File: config.mk
export PLATFORM = sky130hd
export DESIGN_NAME = dll_dcntl_ctrl
export DESIGN_NICKNAME = d
export VERILOG_FILES = /design/src/rtl/dll_dcntl_ctrl.sv
export SDC_FILE = /design/constraint.sdc
export NUM_CORES = 1
export LEC_CHECK = 0
export ABC_AREA = 1
export CAP_MARGIN = 10
export CORE_MARGIN = 4
export CORE_UTILIZATION = 50
export CTS_CLUSTER_DIAMETER = 60
export DETAILED_ROUTE_END_ITERATION = 6
export GPL_TIMING_DRIVEN = 0
export PLACE_DENSITY = 0.74
export SLEW_MARGIN = 15
export SYNTH_ARGS = -nofsm -noshare
export SYNTH_HDL_FRONTEND = slang
export SYNTH_SLANG_ARGS = --single-unit
File: constraint.sdc
create_clock -name CLK -period 4.81 [get_ports CLK]
set_clock_uncertainty 0.1 [all_clocks]
set_input_delay 0.962 -clock CLK [delete_from_list [all_inputs] [get_ports CLK]]
set_output_delay 0.962 -clock CLK [all_outputs]
set_load 0.01 [all_outputs]
File: src/rtl/dll_dcntl_ctrl.sv
// rtl/dll_dcntl_ctrl.sv - DLL delay-code controller: vote filter, clamped code stepping, lock detection.
module dll_dcntl_ctrl #(
  parameter logic [8:0] INIT_CODE  = 9'd256,
  parameter int         STEP       = 1,
  parameter int         FILTER_LEN = 4,
  parameter int         LOCK_CNT   = 8,
  parameter int         UNLOCK_RUN = 4
) (
  input  logic       CLK,
  input  logic       RST,
  input  logic       PD_UP,
  input  logic       PD_DN,
  input  logic       HOLD,
  input  logic       UPD,
  output logic [8:0] DCNTL,
  output logic       LOCK
);

  localparam logic [0:0] ACQUIRE = 1'b0;
  localparam logic [0:0] LOCKED  = 1'b1;

  localparam logic [3:0] FL4 = 4'(FILTER_LEN);
  localparam logic [3:0] LC4 = 4'(LOCK_CNT);
  localparam logic [3:0] UR4 = 4'(UNLOCK_RUN);
  localparam logic [8:0] ST9 = 9'(STEP);

  logic [8:0] code;
  logic [3:0] run;
  logic       rdir;
  logic       last_step_dir;
  logic [3:0] rev;
  logic [3:0] srun;
  logic [0:0] state;

  logic       vote;
  logic       vdir;
  logic [3:0] run_inc;
  logic       step;
  logic [9:0] sum_up;
  logic [8:0] code_up;
  logic [8:0] code_dn;
  logic [3:0] rev_n;
  logic [3:0] srun_n;

  // Direction encoding: 1 = up (increase delay), 0 = down.
  always_comb begin
    vote    = PD_UP ^ PD_DN;
    vdir    = PD_UP;
    run_inc = (vdir == rdir) ? run + 4'd1 : 4'd1;
    step    = !HOLD && vote && (run_inc == FL4);

    sum_up  = {1'b0, code} + {1'b0, ST9};
    code_up = (sum_up > 10'd511) ? 9'd511 : sum_up[8:0];
    code_dn = (code < ST9) ? 9'd0 : code - ST9;

    if (vdir != last_step_dir) begin
      rev_n  = (rev == 4'd15) ? 4'd15 : rev + 4'd1;
      srun_n = 4'd1;
    end else begin
      rev_n  = rev;
      srun_n = (srun == 4'd15) ? 4'd15 : srun + 4'd1;
    end
  end

  always_ff @(posedge CLK or posedge RST) begin
    if (RST) begin
      code          <= INIT_CODE;
      DCNTL         <= INIT_CODE;
      run           <= 4'd0;
      rdir          <= 1'b1;
      last_step_dir <= 1'b1;
      rev           <= 4'd0;
      srun          <= 4'd0;
      state         <= ACQUIRE;
    end else begin
      // DCNTL takes the pre-edge code, so it trails code by one UPD edge.
      if (UPD) DCNTL <= code;

      if (HOLD) begin
        run <= 4'd0;
      end else if (vote) begin
        rdir <= vdir;
        run  <= step ? 4'd0 : run_inc;
      end

      if (step) begin
        code          <= vdir ? code_up : code_dn;
        last_step_dir <= vdir;
        if (state == ACQUIRE && rev_n == LC4) begin
          state <= LOCKED;
          rev   <= 4'd0;
          srun  <= 4'd0;
        end else if (state == LOCKED && srun_n == UR4) begin
          state <= ACQUIRE;
          rev   <= 4'd0;
          srun  <= 4'd0;
        end else begin
          rev  <= rev_n;
          srun <= srun_n;
        end
      end
    end
  end

  assign LOCK = (state == LOCKED);

endmodule

; ---- After elaboration in Yosys (flattened, before gate mapping)
; Cells that the tools add are included.
[classes]
add_sub_neg = 5
order_cmp = 2
bitwise = 3
n_reduce_logical = 9
n_eq_ne = 7
muxes = 17
[op_table]
columns = op, n
row1 = $mux 4, 12
row2 = $mux 9, 3
row3 = $add 4x1->4 const B, 3
row4 = $eq 4x4->1 const B, 3
row5 = $add 9x1->10 const B, 1
row6 = $gt 10x9->1 const B, 1
row7 = $lt 9x1->1 const B, 1
row8 = $sub 9x1->9 const B, 1
row9 = $eq 4x3->1 const B, 2
row10 = $logic_and 1x1->1, 4
row11 = $reduce_and 2->1, 2
row12 = $reduce_bool 2->1, 2
row13 = $mux 1, 2
row14 = $not 1->1, 2
row15 = $eq 1x1->1, 1
row16 = $logic_not 1->1, 1
row17 = $ne 1x1->1, 1
row18 = $xor 1x1->1, 1
[totals]
reg_bits = 33
wordCells = 51
out_inout_bits = 10
inputBits = 6

; ---- Depth between registers and ports, before layout
[depth]
ltp_word = 7
mapped_depth = 11
depth_no_buf = 10

; ---- Worst setup path before layout
; No wires, ideal clock.
[synth_path]
kind = input -> register
startpoint = input PD_UP
endpoint = register state, in the netlist LOCK
path_slack_ns = 2.733
cell_stages = 9
arrival_ns = 1.854
path_cell_list = buf_6 -> inv_4 -> nand2_2 -> nand3_1 -> nor2_2 -> nand3_4 -> buf_6 -> o21ai_1 -> o21ai_1
[synth_between]
elab_chain_cells = 6
word_cells_on_any_way = 16
cone_classes = 5 x eq/ne / 4 x mux / 1 x bitwise / 6 x reduce/logical
[synth_lines]
columns = item, line_no
row1 = "start, declared", 11  ; input logic PD_UP,
row2 = $ne 1x1->1, 56  ; if (vdir != last_step_dir) begin
row3 = $mux 4, 56
row4 = $eq 4x4->1 or $eq 4x3->1 (tied branches), "89, 93"
row5 = $logic_and 1x1->1 (on tied branches), "89, 93"
row6 = $reduce_bool 2->1 (no line), --
row7 = $reduce_and 2->1 (no line), --
row8 = "end signal, assigned", 74  ; state <= ACQUIRE;
row9 = "end signal, assigned", 90  ; state <= LOCKED;
row10 = "end signal, assigned", 94  ; state <= ACQUIRE;
row11 = "end, declared", 33  ; logic [0:0] state;
; Several ways; a longest one is shown, not always the timed one.
; A chain may end at the register's enable or synchronous reset.

; ---- Worst setup path after layout
[layout_path]
startpoint = register DCNTL[8]
endpoint = output DCNTL[8]
[layout_lines]
columns = item, line_no
row1 = "start, declared", 15  ; output logic [8:0] DCNTL,
row2 = "start signal, assigned", 77  ; if (UPD) DCNTL <= code;
; No word-level cell between the ends.

==> results.txt <==
DP Cell Count = 377
Initial Utilization = 53.0%
power share of the clock group = 35.3%
total gr overflow = 0
Vias/cell = 5.16
core area = 0.00412 sq mm
Vias = 1986
Root Driver = clkbuf_8
WP data arrival = 1.34 ns
clock transition at the registers of the reported paths = 0.07 ns
met3 GRT Util = 5.27%
layout cells sized above 1 = 9.25%
cts bufs inserted = 5
Yosys top cell area share = 33.3%
first-pass GRT wire length = 8.16 mm
Worst Reg-to-Reg Cells = 9
Finished Layout Cells = 385
Critical Path Sink = DCNTL[8]
GR Util met2 = 30.2%
Final Hold Fails = 0
CTS tree = built
Final Setup Violations = 0
maxcap violations = 0
gr usage total = 19.3%
Rows = 23
Avg Inst Size Synth = 6.95 sq um
Top-Level Pins = 16
register area share after synthesis = 38.1%
Syn-to-layout area delta = 12.7%
Hold WS = 0.407 ns
Mapped Area = 0.00218 sq mm
worst-margin pin slew = 0.689 ns
Tcrit/Tclk final = 49.9%
initial antenna violation count = 0
Die Y = 74.1 um
main flop type after synthesis = dfrtp_1
Setup crit end kind = output port
die area = 0.00548 sq mm
R2R Path End = rev[1]$_DFFE_PP0P_
Area contributors post-synth = dfrtp_1 (33%), nand2_1 (18%), nand3_1 (8.7%), inv_1 (6.2%), dfstp_2 (4.8%)
setup tns final = 0 ns
Hold Path Depth = 2
Synth Net Count = 325
path type of the worst setup path = register to output port
# diodes = 0
DP Wirelength = 3.47 mm
GP Congestion = 0.888
max incr delay on CP = 0.53 ns
library cells used by synthesis = 31
Final ANT Viol Nets = 0
RSZ-0062 raised after global routing = false
post-synthesis register bit count = 33
Post-CTS Setup Bufs = 0
most frequent cells after synthesis = nand2_1 (106), nand3_1 (38), inv_1 (36)
htree depth = 2
GR met1 Demand/Resource = 26.1%
hold buffer count at CTS = 0
Peak VDD IR = 123 uV
number of port buffers = 13
WL final = 4.66 mm
PostCTS Resize Cnt = 0
CP startpoint kind = register
DRC errors left = 0
Crit-path slowest cell = dfstp_2
R2R Path Start = run[0]$_DFFE_PP0P_
pwr dens = 238 mW/mm^2
DR iter-0 viols = 144
leakage = 1.29 nW
TritonCTS Sinks = 33
gr busiest metal = met2
clk buf depth = 2
Psw = 0.161 mW
sequential share of power = 51.4%
top-count cell post-synth = nand2_1
YS warnings = 0
CP Buf/Inv Count = 1
Post-synth EDFFs = 0
fraction of registers with async set/reset = 100%
CP top delay family = flip-flops
Min Clock Period, post-route = 2.40 ns
critical path peak fanout = 2
Stages on worst setup path = 1
status = complete, no violations
worst-path cell chain = clkdlybuf4s50_1
Sw Ratio = 27.5%
pins over their slew limit = 0
CP Data Required Time = 3.75 ns
largest net degree at the start of global routing = 34
max frequency = 417 MHz
fin nets = 345
Rel. slew slack = 54.0%
fill count = 393
1st-pass router iterations = 4
Power Internal = 0.425 mW
worst hold path class = register to register
Synth area leader = dfrtp_1
R2R Setup Slk = 3.01 ns
vias in the first global route = 1843
Cells after Synth = 314
Crit. Startpoint = DCNTL[8]$_DFFE_PP1P_
Clk Latency, worst-skew pair = 0.29 ns
Die X = 74.1 um
Combinational Power Share = 13.3%
drt wl/cell = 12.1 um
[state kept, by name, summed over array words and instances (netlist names)]
register       count
DCNTL              9
code               9
rev                4
run                4
srun               4
LOCK               1
last_step_dir      1
rdir               1
[routing by layer]
layer,vias up,part of all wire [%]
met5,-,0
met2,43,45
met1,895,49
met3,5,5.0
li1,1043,-
met4,0,1.0
[area by class of cell]
type                       instances  area (sq um)  share of cell area (%)
multi-input combinational        234          1140                    46.6
sequential                        33           831                    33.8
inverter                          39           150                    6.11
timing repair buffer              13           130                    5.29
clock buffer                       7          76.3                    3.10
tap                               50          62.6                    2.54
buffer                             8          56.3                    2.29
clock inverter                     1          7.51                   0.305
[placed cells by master (no fill, tap or decap), drive strengths merged]
cell             n
nor3             1
o22ai            2
nand4            6
clkbuf           9
xnor2            1
nand3           40
clkdlybuf4s50   13
nor2            31
nand3b           1
dfstp            4
buf              6
or2              1
o211ai           2
clkinvlp         1
xor2             6
inv             38
nand2          108
a21oi           11
dfrtp           29
o21bai           1
clkinv           1
o21ai           18
ha               5
[power groups by stage]
stage | Clock, mW | Combinational, mW | Sequential (mW)
final | 0.207 | 0.0781 | 0.301
after global routing | 0.226 | 0.0898 | 0.303
after CTS | 0.210 | 0.0792 | 0.301
after detailed placement | 0 | 0.0788 | 0.306
after global placement | 0 | 0.0767 | 0.305
after floorplan | 0 | 0.0513 | 0.307
[stage by stage]
stage          instance area (sq um)  power [mW]  utilization (%)  worst slack, ns
2_1_floorplan                   2180       0.358                -             2.73
3_3_place_gp                    2370       0.382             57.7             2.21
3_5_place_dp                    2370       0.385             57.7             2.25
4_1_cts                         2460       0.590             59.7             2.40
5_1_grt                         2460       0.618             59.7             2.37
6_report                        2460       0.586             59.7             2.41
[kinds of logic after synthesis]
kind of cell,share of synthesized area (%)
adder cells (fa/ha/maj),2.87
XOR/XNOR,3.67
flip-flops,38.1
AND/OR/NAND/NOR,37.7
AO/OA/AOI/OAI,8.26
buffers and inverters,9.46
[how the worst min path moves through the flow]
stage                                    start              endpoint  slack [ns]
after floorplan            srun[1]$_DFFE_PP0P_   srun[1]$_DFFE_PP0P_        0.38
after global placement    DCNTL[8]$_DFFE_PP1P_  DCNTL[8]$_DFFE_PP1P_        0.39
final                     DCNTL[8]$_DFFE_PP1P_  DCNTL[8]$_DFFE_PP1P_        0.41
after detailed placement  DCNTL[8]$_DFFE_PP1P_  DCNTL[8]$_DFFE_PP1P_        0.40
after CTS                 DCNTL[8]$_DFFE_PP1P_  DCNTL[8]$_DFFE_PP1P_        0.41
after global routing      DCNTL[8]$_DFFE_PP1P_  DCNTL[8]$_DFFE_PP1P_        0.42
Note: power is estimated with default switching activity, not from simulation.
